<file path="src/rtl/cv32e40px_x_result_buf.sv">
// Coprocessor result buffer: queues X-interface results for RF write port B (optional bypass: CV32E40PX_X_RESULT_BYPASS_EN).
// Latency: push to RF write 1 cycle (0 cycles via bypass when empty and port B free).
// Backpressure: x_result_ready_o low while full; a head starved STARVE_LIMIT cycles raises stall_core_o.
module cv32e40px_x_result_buf #(
  parameter int DEPTH        = 2,
  parameter int STARVE_LIMIT = 4
) (
  input  logic        clk_i,
  input  logic        rst_i,
  input  logic        x_result_valid_i,
  output logic        x_result_ready_o,
  input  logic [3:0]  x_result_id_i,
  input  logic [31:0] x_result_data_i,
  input  logic [4:0]  x_result_rd_i,
  input  logic        x_result_we_i,
  input  logic        core_wb_we_i,
  output logic        rf_we_o,
  output logic [4:0]  rf_waddr_o,
  output logic [31:0] rf_wdata_o,
  output logic        sb_clr_valid_o,
  output logic [4:0]  sb_clr_addr_o,
  output logic        stall_core_o,
  output logic        id_err_o,
  output logic [3:0]  fifo_cnt_o
);

  typedef struct packed {
    logic [3:0]  id;
    logic [31:0] data;
    logic [4:0]  rd;
    logic        we;
  } entry_t;

  localparam logic [1:0] ST_IDLE  = 2'd0;
  localparam logic [1:0] ST_WAIT  = 2'd1;
  localparam logic [1:0] ST_FORCE = 2'd2;

  localparam int               PTR_W    = (DEPTH > 1) ? $clog2(DEPTH) : 1;
  localparam logic [PTR_W-1:0] PTR_LAST = PTR_W'(DEPTH - 1);
  localparam logic [3:0]       DEPTH_C  = 4'(DEPTH);
  localparam logic [3:0]       LIMIT_C  = 4'(STARVE_LIMIT);

  entry_t           mem [DEPTH];
  entry_t           in_ent;
  entry_t           head;
  logic [PTR_W-1:0] wr_ptr;
  logic [PTR_W-1:0] rd_ptr;
  logic [3:0]       cnt;
  logic [3:0]       cnt_d;
  logic [3:0]       starve_cnt;
  logic [3:0]       starve_d;
  logic [3:0]       exp_id;
  logic [1:0]       state;
  logic [1:0]       state_d;
  logic             push;
  logic             push_store;
  logic             bypass;
  logic             pop;
  logic             blocked;
  logic             head_writes;
  logic             byp_writes;
  logic [3:0]       unused_head_id;

  function automatic logic [PTR_W-1:0] ptr_inc(input logic [PTR_W-1:0] p);
    return (p == PTR_LAST) ? '0 : p + PTR_W'(1);
  endfunction

  assign in_ent = {x_result_id_i, x_result_data_i, x_result_rd_i, x_result_we_i};
  assign head   = mem[rd_ptr];
  assign unused_head_id = head.id;

  // Ready comes from the registered count only, so a pop never frees a slot for a same-cycle push.
  assign x_result_ready_o = rst_i | (cnt != DEPTH_C);
  assign push             = x_result_valid_i & x_result_ready_o & ~rst_i;

`ifdef CV32E40PX_X_RESULT_BYPASS_EN
  assign bypass = push & (cnt == 4'd0) & ~core_wb_we_i;
`else
  assign bypass = 1'b0;
`endif

  assign push_store = push & ~bypass;
  assign pop        = (cnt != 4'd0) & ~core_wb_we_i & ~rst_i;
  assign blocked    = (cnt != 4'd0) & core_wb_we_i;
  assign cnt_d      = cnt + {3'b000, push_store} - {3'b000, pop};

  // Entries that target x0 or do not write still drain, just without an RF write.
  assign head_writes    = pop & head.we & (head.rd != 5'd0);
  assign byp_writes     = bypass & in_ent.we & (in_ent.rd != 5'd0);
  assign rf_we_o        = head_writes | byp_writes;
  assign sb_clr_valid_o = rf_we_o;
  assign sb_clr_addr_o  = rf_we_o ? rf_waddr_o : 5'd0;

  always_comb begin
    rf_waddr_o = 5'd0;
    rf_wdata_o = 32'd0;
    if (bypass) begin
      rf_waddr_o = in_ent.rd;
      rf_wdata_o = in_ent.data;
    end else if ((cnt != 4'd0) && !rst_i) begin
      rf_waddr_o = head.rd;
      rf_wdata_o = head.data;
    end
  end

  always_comb begin
    starve_d = starve_cnt;
    if (pop) begin
      starve_d = 4'd0;
    end else if (blocked && (starve_cnt != 4'hF)) begin
      starve_d = starve_cnt + 4'd1;
    end
  end

  always_comb begin
    state_d = state;
    case (state)
      ST_IDLE: begin
        if (push_store) state_d = ST_WAIT;
      end
      ST_WAIT: begin
        if (pop && (cnt_d == 4'd0)) begin
          state_d = ST_IDLE;
        end else if (blocked && (starve_d >= LIMIT_C)) begin
          state_d = ST_FORCE;
        end
      end
      ST_FORCE: begin
        if (pop) state_d = (cnt_d == 4'd0) ? ST_IDLE : ST_WAIT;
      end
      default: state_d = ST_IDLE;
    endcase
  end

  always_ff @(posedge clk_i) begin
    if (rst_i) begin
      wr_ptr     <= '0;
      rd_ptr     <= '0;
      cnt        <= 4'd0;
      starve_cnt <= 4'd0;
      exp_id     <= 4'd0;
      id_err_o   <= 1'b0;
      state      <= ST_IDLE;
    end else begin
      if (push_store) wr_ptr <= ptr_inc(wr_ptr);
      if (pop)        rd_ptr <= ptr_inc(rd_ptr);
      cnt        <= cnt_d;
      starve_cnt <= starve_d;
      state      <= state_d;
      // Bypassed results still consume an id slot.
      if (push) begin
        exp_id <= exp_id + 4'd1;
        if (x_result_id_i != exp_id) id_err_o <= 1'b1;
      end
    end
  end

  always_ff @(posedge clk_i) begin
    if (push_store) mem[wr_ptr] <= in_ent;
  end

  assign stall_core_o = (state == ST_FORCE);
  assign fifo_cnt_o   = cnt;

endmodule

</file>
<file path="config.mk">
export PLATFORM = sky130hd
export DESIGN_NAME = cv32e40px_x_result_buf
export DESIGN_NICKNAME = d
export VERILOG_FILES = /design/src/rtl/cv32e40px_x_result_buf.sv
export SDC_FILE = /design/constraint.sdc
export NUM_CORES = 1
export LEC_CHECK = 0
export BUFFER_PORTS_ARGS = -buffer_cell sky130_fd_sc_hd__clkbuf_2
export CAP_MARGIN = 20
export CORE_UTILIZATION = 54
export DETAILED_ROUTE_END_ITERATION = 12
export PLACE_DENSITY_LB_ADDON = 0.1
export SYNTH_ARGS = -nofsm -noshare
export SYNTH_HDL_FRONTEND = slang
export SYNTH_SLANG_ARGS = --single-unit
</file>
<file path="constraint.sdc">
create_clock -name clk_i -period 7.7 [get_ports clk_i]
set_input_delay 0.77 -clock clk_i [delete_from_list [all_inputs] [get_ports clk_i]]
set_output_delay 0.77 -clock clk_i [all_outputs]
set_load 0.005 [all_outputs]
</file>
==> impl_metrics.ini, run 1 <==
[floorplan]
ios = 97
fp.dieH_um = 87.60
core_um2 = 6944
rows = 30
start_util_pct = 56.97
die_area_um2 = 7673
dieWidth_um = 87.60

[power]
ir_worst_vdd_uv = 156.3
power.leakage_nw = 1.827
power.density_cell_area_nw_per_um2 = 283.9
finalPower_mw = 1.348

[cells_and_area]
mostFrequentLayoutCells = 96 x clkbuf_2, 76 x edfxtp_1, 52 x nor2_1, 38 x mux2i_1, 17 x dfxtp_1
synthToLayoutAreaGrowth_pct = 20.02
nets = 436
layoutNonFillerInstCount = 483
n_antenna_cell = 0
drive_gt1_share_pct = 32.82
layout_commonest_cell = clkbuf_2
fill_cells = 507
final_area_um2 = 4748

[worst_setup_path]
path_depth = 15
cp.required_ns = 7.96
r2r_cells = 15
cp_num_buf_inv = 3
cp_cell_sequence = inv_1, ha_1, or3b_1, nand2b_2, nor2_2, ha_1, inv_1, ha_1, inv_1, fa_1, xnor2_1, nor3b_1, and2_1, a311oi_2, o21a_1
worst_setup_path_end_kind = flop
cp.arrival_ns = 4.20
critPathSlowestCell = nand2b_2
path_max_fanout = 40
max_stage_delay_ns = 0.66
worst-setup-path-type = flop to flop
start_kind = flop
cpLargestDelayFamily = simple AND/OR/NAND/NOR gates

[placed_design]
gp_congestion = 0.8469
io_buffer_count = 96
placed_cell_area_um2 = 4507
hpwl_um = 4727
dp_cells = 466

[logic_synthesis]
synthCells = 285
synth.cell_area_um2 = 3956
syn_nets = 339
yosys_warnings = 0
post_synth_num_cell_types = 47
async_reset_ff_share_pct = 0
synth-main-ff-cell = edfxtp_1
yosysSeqAreaShare_pct = 66.79
synth.avg_cell_area_um2 = 13.88
synth_edf_count = 76
ys_ff_latch = 94

[timing]
fin_crit_sh_pct = 51.16
max-slew-margin-rel_pct = 28.06
holdWs_ns = 0.4775
hold_viol = 0
rsz0062_at_grt = no
min_period_ns = 3.939
finClkSkew_ns = 0.008908
final-max-slew-violation-count = 0
setup_viol = 0
worst_pin_slew_ns = 1.077
fmax_mhz = 253.9
setup_tns_ns = 0

[status]
status = finished clean

[global_routing]
grt_max_degree = 41
grt_remaining_overflow = 0
grt_pass1_wl_um = 10590
grt_antenna_before_repair = 0
grt.total_usage_pct = 19.02
grt_pass1_vias = 2394

[min_path]
worstHoldPathCells = 2
worstHoldPathType = flop to flop

[clocking]
h-tree-depth = 3
cts_sinks = 94
postCtsSetupBuffers = 0
clock_latency_ns = 0.36
clock_path_buffers = 2
cts_resized = 0
cts_tree = done
cts_made_buffers = 9
clkTransAtPathRegs_ns = 0.09
cts-root-buf = clkbuf_8
cts_hold_buffers = 0

[flow_run]
cap_violations = 0

[routing]
first_iter_violations = 130
via_per_inst = 5.186
post-route-drc-count = 0
dr.pass1.iters = 4
wl_per_cell_um = 14.54
ant_nets = 0
drt_wl_total_um = 7023
vias = 2505
routing by layer:
metal / up-vias / global-route usage, % / wire (um)
li1: 1219 / - / -
met1: 1198 / 22.24 / 2925
met2: 75 / 32.81 / 3594
met3: 13 / 4.430 / 337
met4: 0 / 9.985 / 165
met5: - / 0 / 0
synthesized netlist by cell type (2+ instances only):
| master | instances | area share [%] |
|---|---|---|
| edfxtp_1 | 76 | 58 |
| nor2_1 | 54 | 5.1 |
| mux2i_1 | 38 | 9.6 |
| dfxtp_1 | 18 | 9.1 |
| inv_1 | 9 | 0.85 |
| ha_1 | 7 | 2.2 |
| nand2_1 | 6 | 0.57 |
| xor2_1 | 6 | 1.3 |
| buf_2 | 5 | 0.63 |
| xnor2_1 | 5 | 1.1 |
| a21oi_1 | 4 | 0.51 |
| buf_4 | 4 | 0.76 |
| o21ai_0 | 4 | 0.51 |
| and2_1 | 3 | 0.47 |
| nor2b_1 | 3 | 0.47 |
| nor3b_1 | 3 | 0.57 |
| or2_2 | 3 | 0.47 |
| a211oi_1 | 2 | 0.38 |
| a22oi_1 | 2 | 0.38 |
| mux2_2 | 2 | 0.57 |
| nand3_1 | 2 | 0.25 |
| nor3_1 | 2 | 0.25 |
| nor4_1 | 2 | 0.32 |
| o21a_1 | 2 | 0.38 |
through the flow:
step	setup slack, ns	util (%)
2_1_floorplan	4.569	-
3_3_place_gp	3.685	64.90
3_5_place_dp	3.505	64.90
4_1_cts	3.709	68.09
5_1_grt	3.437	68.38
6_report	3.761	68.38
tightest hold or removal path, cell delays in order, from the launching register on:
cell and delay, ns:
dfxtp_1 0.32, inv_1 0.05, o22ai_1 0.07
final cells by class:
| type | instances | area [um^2] | share of cell area (%) |
|---|---|---|---|
| tap | 96 | 120.1 | 2.530 |
| clock inverter | 6 | 93.84 | 1.976 |
| sequential | 94 | 2644 | 55.68 |
| inverter | 9 | 33.78 | 0.7115 |
| timing repair buffer | 98 | 508.0 | 10.70 |
| clock buffer | 10 | 127.6 | 2.688 |
| multi-input combinational | 170 | 1221 | 25.72 |
power breakdown:
part           internal (mW)  switching (mW)  leakage [nW]
registers              0.596          0.0224         0.845
logic                  0.161           0.212         0.874
clock network          0.185           0.171         0.107
total                  0.942           0.406          1.83
flip-flops by register name, indices dropped and copies added (netlist names), named ones only:
signal and flops:
id_err_o 1, exp_id 4, mem 76, fifo_cnt_o 4, starve_cnt 4, wr_ptr 1, rd_ptr 1, state 2
cells by family (layout without fill, tap and decap cells):
logic type / Yosys count / count (layout) / share of synthesized area, %
flip-flops: 94 / 94 / 66.79
adder cells (fa/ha/maj): 8 / 8 / 2.720
XOR/XNOR: 11 / 11 / 2.435
AO/OA/AOI/OAI: 24 / 24 / 4.617
buffers and inverters: 21 / 123 / 2.719
multiplexers: 40 / 40 / 10.18
AND/OR/NAND/NOR: 87 / 87 / 10.53
path summary, 6_finish.rpt:
check	start	to	slack [ns]
worst min-delay path	id_err_o	id_err_o	0.48
worst min register to register	id_err_o	id_err_o	0.48
worst max register to register	fifo_cnt_o[2]	state[0]	3.76
worst max-delay path	fifo_cnt_o[2]	state[0]	3.76
No activity file was read; power rests on OpenSTA's default activity.
==> run 2, diff against run 1 <==
Settings changed: CORE_UTILIZATION 54 to 48.
Clock period 7.7 ns to 3.35 ns, I/O delays scaled along.
==> run 2 against run 1 <==
  * Utilization decreased by 7.9 points
  * Clock power up 99%
  * Die area grew 12%
  * Clock skew decreased by 0.0013 ns
  * Non-clock buffer count is 5 higher
  * Register-to-register slack got worse by 3.5 ns
  * Final area barely moved
  * Total power rose by 120%
  * Count of clock-buffer cells in the layout did not move
  * First-iteration DRC count shrank 53%
  * Worst hold slack got worse by 0.30 ns
  * Critical endpoint unchanged
==> impl_metrics.ini, run 2 (synthesis gave the netlist of run 1 again) <==
[power]
power.density_cell_area_nw_per_um2 = 631.7
power.leakage_nw = 1.832
finalPower_mw = 3.000
ir_worst_vdd_uv = 473.0

[floorplan]
core_um2 = 7848
rows = 32
dieWidth_um = 92.79
die_area_um2 = 8609
ios = 97
fp.dieH_um = 92.79
start_util_pct = 50.41

[cells_and_area]
nets = 441
layoutNonFillerInstCount = 494
mostFrequentLayoutCells = 96 x clkbuf_2, 76 x edfxtp_1, 52 x nor2_1, 38 x mux2i_1, 17 x dfxtp_1
synthToLayoutAreaGrowth_pct = 20.05
seqCellArea_um2 = 2644
utilization_pct = 60.52
layout_commonest_cell = clkbuf_2
multi_input_area_um2 = 1221
fill_cells = 688
drive_gt1_share_pct = 33.16
largest-register = mem
largest_reg_flops = 76
n_antenna_cell = 0

[clocking]
cts_made_buffers = 9
cts-root-buf = clkbuf_8
h-tree-depth = 3
cts_tree = done
cts_resized = 0
clock_latency_ns = 0.34
clkTransAtPathRegs_ns = 0.09
postCtsSetupBuffers = 0
clock_path_buffers = 2
cts_hold_buffers = 0
cts_sinks = 94

[worst_setup_path]
crit_path_start = fifo_cnt_o[2]
reg2reg_from = fifo_cnt_o[2]
path_max_fanout = 4
cp.required_ns = 3.60
worst_setup_path_end_kind = flop
worst-setup-path-type = flop to flop
start_kind = flop
cp.arrival_ns = 3.34

[timing]
holdWs_ns = 0.1742
min_period_ns = 3.092
worst_pin_slew_ns = 0.6604
rsz0062_at_grt = no
max-slew-margin-rel_pct = 55.97
fin_crit_sh_pct = 92.29
fmax_mhz = 323.5
setup_viol = 0
setup_tns_ns = 0
finClkSkew_ns = 0.007564
hold_viol = 0
final-max-slew-violation-count = 0

[routing]
ant_nets = 0
wl_per_cell_um = 13.91
post-route-drc-count = 0
vias = 2458
dr.pass1.iters = 4
drt_wl_total_um = 6870
first_iter_violations = 61
via_per_inst = 4.976

[placed_design]
gp_congestion = 0.8659
io_buffer_count = 96
dp_cells = 478
hpwl_um = 4628

[global_routing]
grt_max_degree = 40
grt_remaining_overflow = 0
grt_pass1_wl_um = 10760
grt.total_usage_pct = 16.67
grt_pass1_vias = 2352
grt_antenna_before_repair = 0

[min_path]
min_from = x_result_data_i[22]
worstHoldPathType = primary input to flop

[flow_run]
cap_violations = 0

[status]
status = finished clean
run 2: layout make-up:
cell class / instances / share of cell area (%)
Clock buffer: 10 / 2.687
Multi-Input combinational cell: 170 / 25.71
Sequential cell: 94 / 55.66
Timing Repair Buffer: 103 / 11.22
Tap cell: 102 / 2.687
Inverter: 9 / 0.7113
Clock inverter: 6 / 1.317
run 2: critical path: stages (launching register included):
cell and delay, ns:
dfxtp_1 0.31, inv_1 0.07, ha_1 0.19, or3b_1 0.39, nand2b_2 0.10, nor2_2 0.07, ha_1 0.28, inv_1 0.06
ha_1 0.16, inv_1 0.06, fa_1 0.37, xnor2_1 0.15, nor3b_1 0.29, and2_1 0.21, a311oi_2 0.11, o21a_1 0.19
run 2: where the power goes:
| group | total (mW) | internal, mW | switching (mW) |
|---|---|---|---|
| combinational | 0.842 | 0.383 | 0.459 |
| sequential | 1.45 | 1.37 | 0.0787 |
| clock | 0.710 | 0.343 | 0.367 |
run 2: per-stage QoR:
| stage | setup slack (ns) | instance area, um^2 |
|---|---|---|
| 2_1_floorplan | 0.3703 | 3956 |
| 3_3_place_gp | 0.4240 | 4559 |
| 3_5_place_dp | 0.2545 | 4559 |
| 4_1_cts | 0.2436 | 4750 |
| 5_1_grt | 0.04290 | 4750 |
| 6_report | 0.2584 | 4750 |
run 2: layer usage:
metal	vias to the layer above	GRT usage, %	part of all wire (%)
met1	1155	20.44	45
li1	1233	-	-
met2	62	27.82	49
met5	-	0	0
met3	8	3.612	4.6
met4	0	8.205	0.99
run 2: worst paths after layout:
path,endpoint,depth (start not counted),slack [ns]
worst max-delay path,state[0],15,0.26
worst min-delay path,mem[0][28],1,0.17
worst max register to register,state[0],15,0.26
worst min register to register,id_err_o,2,0.49
==> run 3, diff against run 2 <==
Settings changed: CORE_UTILIZATION 48 to 25, CTS_CLUSTER_SIZE from default to 10.
==> run 3 against run 2 <==
  * Final cell count is 22% higher
  * Combinational power is 7.1% higher
  * Setup slack better by 0.039 ns
  * Sequential power hardly changed
  * Critical path depth stayed put
  * Total power is 11% higher
  * Non-clock buffer count is 2 higher
  * Clock power is 42% higher
  * Register-to-register slack better by 0.04 ns
  * Critical path type unchanged
==> impl_metrics.ini, run 3 (synthesis gave the netlist of run 1 again) <==
[status]
status = finished clean

[cells_and_area]
largest_reg_flops = 76
layoutNonFillerInstCount = 604
largest-register = mem
layout_commonest_cell = clkbuf_2
drive_gt1_share_pct = 34.10
final_area_um2 = 5000
fill_cells = 1606
mostFrequentLayoutCells = 96 x clkbuf_2, 76 x edfxtp_1, 52 x nor2_1, 38 x mux2i_1, 17 x dfxtp_1
nets = 443
seqCellArea_um2 = 2644
n_antenna_cell = 0
multi_input_area_um2 = 1221
synthToLayoutAreaGrowth_pct = 26.38

[placed_design]
io_buffer_count = 96
hpwl_um = 5799
gp_congestion = 0.7154
placed_cell_area_um2 = 4711
dp_cells = 589

[clocking]
h-tree-depth = 3
cts_hold_buffers = 0
clkTransAtPathRegs_ns = 0.07
cts-root-buf = clkbuf_16
postCtsSetupBuffers = 0
cts_resized = 0
cts_tree = done
cts_sinks = 94
cts_made_buffers = 9
clock_path_buffers = 2
clock_latency_ns = 0.34

[timing]
fmax_mhz = 327.6
worst_pin_slew_ns = 0.6729
max-slew-margin-rel_pct = 55.03
fin_crit_sh_pct = 91.11
setup_tns_ns = 0
holdWs_ns = 0.1778
hold_viol = 0
min_period_ns = 3.052
final-max-slew-violation-count = 0
finClkSkew_ns = 0.005560
rsz0062_at_grt = no
setup_viol = 0

[routing]
post-route-drc-count = 0
drt_wl_total_um = 8700
dr.pass1.iters = 4
wl_per_cell_um = 14.40
via_per_inst = 4.190
vias = 2531
first_iter_violations = 99
ant_nets = 0

[worst_setup_path]
worst-setup-path-type = flop to flop
cp.required_ns = 3.59
path_max_fanout = 4
start_kind = flop
cp.arrival_ns = 3.29
worst_setup_path_end_kind = flop
r2r_cells = 15

[floorplan]
ios = 97
die_area_um2 = 16330
fp.dieH_um = 127.8
rows = 45
start_util_pct = 25.83
core_um2 = 15310
dieWidth_um = 127.8

[power]
power.density_cell_area_nw_per_um2 = 666.9
finalPower_mw = 3.334
power.leakage_nw = 1.888
ir_worst_vdd_uv = 297.4

[global_routing]
grt_max_degree = 40
grt_pass1_vias = 2561
grt.total_usage_pct = 11.28
grt_pass1_wl_um = 13580
grt_remaining_overflow = 0
grt_antenna_before_repair = 0

[min_path]
worstHoldPathCells = 1
worstHoldPathType = primary input to flop

[flow_run]
cap_violations = 0
## run 3: final timing paths
| path | slack (ns) | end | start |
|---|---|---|---|
| worst max register to register | 0.30 | state[0] | fifo_cnt_o[2] |
| worst min-delay path | 0.18 | mem[1][27] | x_result_data_i[21] |
| worst max-delay path | 0.30 | state[0] | fifo_cnt_o[2] |
| worst min register to register | 0.49 | id_err_o | id_err_o |
## run 3: final cells by class
cell class | instances | share of cell area (%)
multi-input cells | 170 | 24.42
well taps | 211 | 5.280
flip-flops and latches | 94 | 52.88
clock inverters | 6 | 1.276
clock buffers | 9 | 4.505
repair buffers | 105 | 10.96
inverters | 9 | 0.6757
## run 3: routing by layer
layer	share of wire [%]	track usage [%]	wire length, um
met5	0	0	0
met3	5.1	2.963	440
met2	46	17.81	4032
met1	47	13.96	4055
met4	2.0	6.436	171
## run 3: critical path, stage by stage (launching register included)
cell,delay (ns)
dfxtp_1,0.31
inv_1,0.08
ha_1,0.18
or3b_1,0.40
nand2b_2,0.10
nor2_2,0.06
ha_1,0.27
inv_1,0.06
ha_1,0.15
inv_1,0.05
fa_1,0.37
xnor2_1,0.14
nor3b_1,0.27
and2_1,0.20
a311oi_2,0.10
o21a_1,0.19
## run 3: report_power, final
| group | switching, mW | internal, mW |
|---|---|---|
| Combinational | 0.514 | 0.388 |
| Clock | 0.435 | 0.573 |
| Sequential | 0.0531 | 1.37 |
## run 3: metrics by stage
stage,utilization (%),setup slack (ns)
finish,32.65,0.2978
detailed placement,30.76,0.3028
floorplan,-,0.3703
global placement,30.76,0.3815
global route,32.65,0.07273
CTS,32.65,0.2880
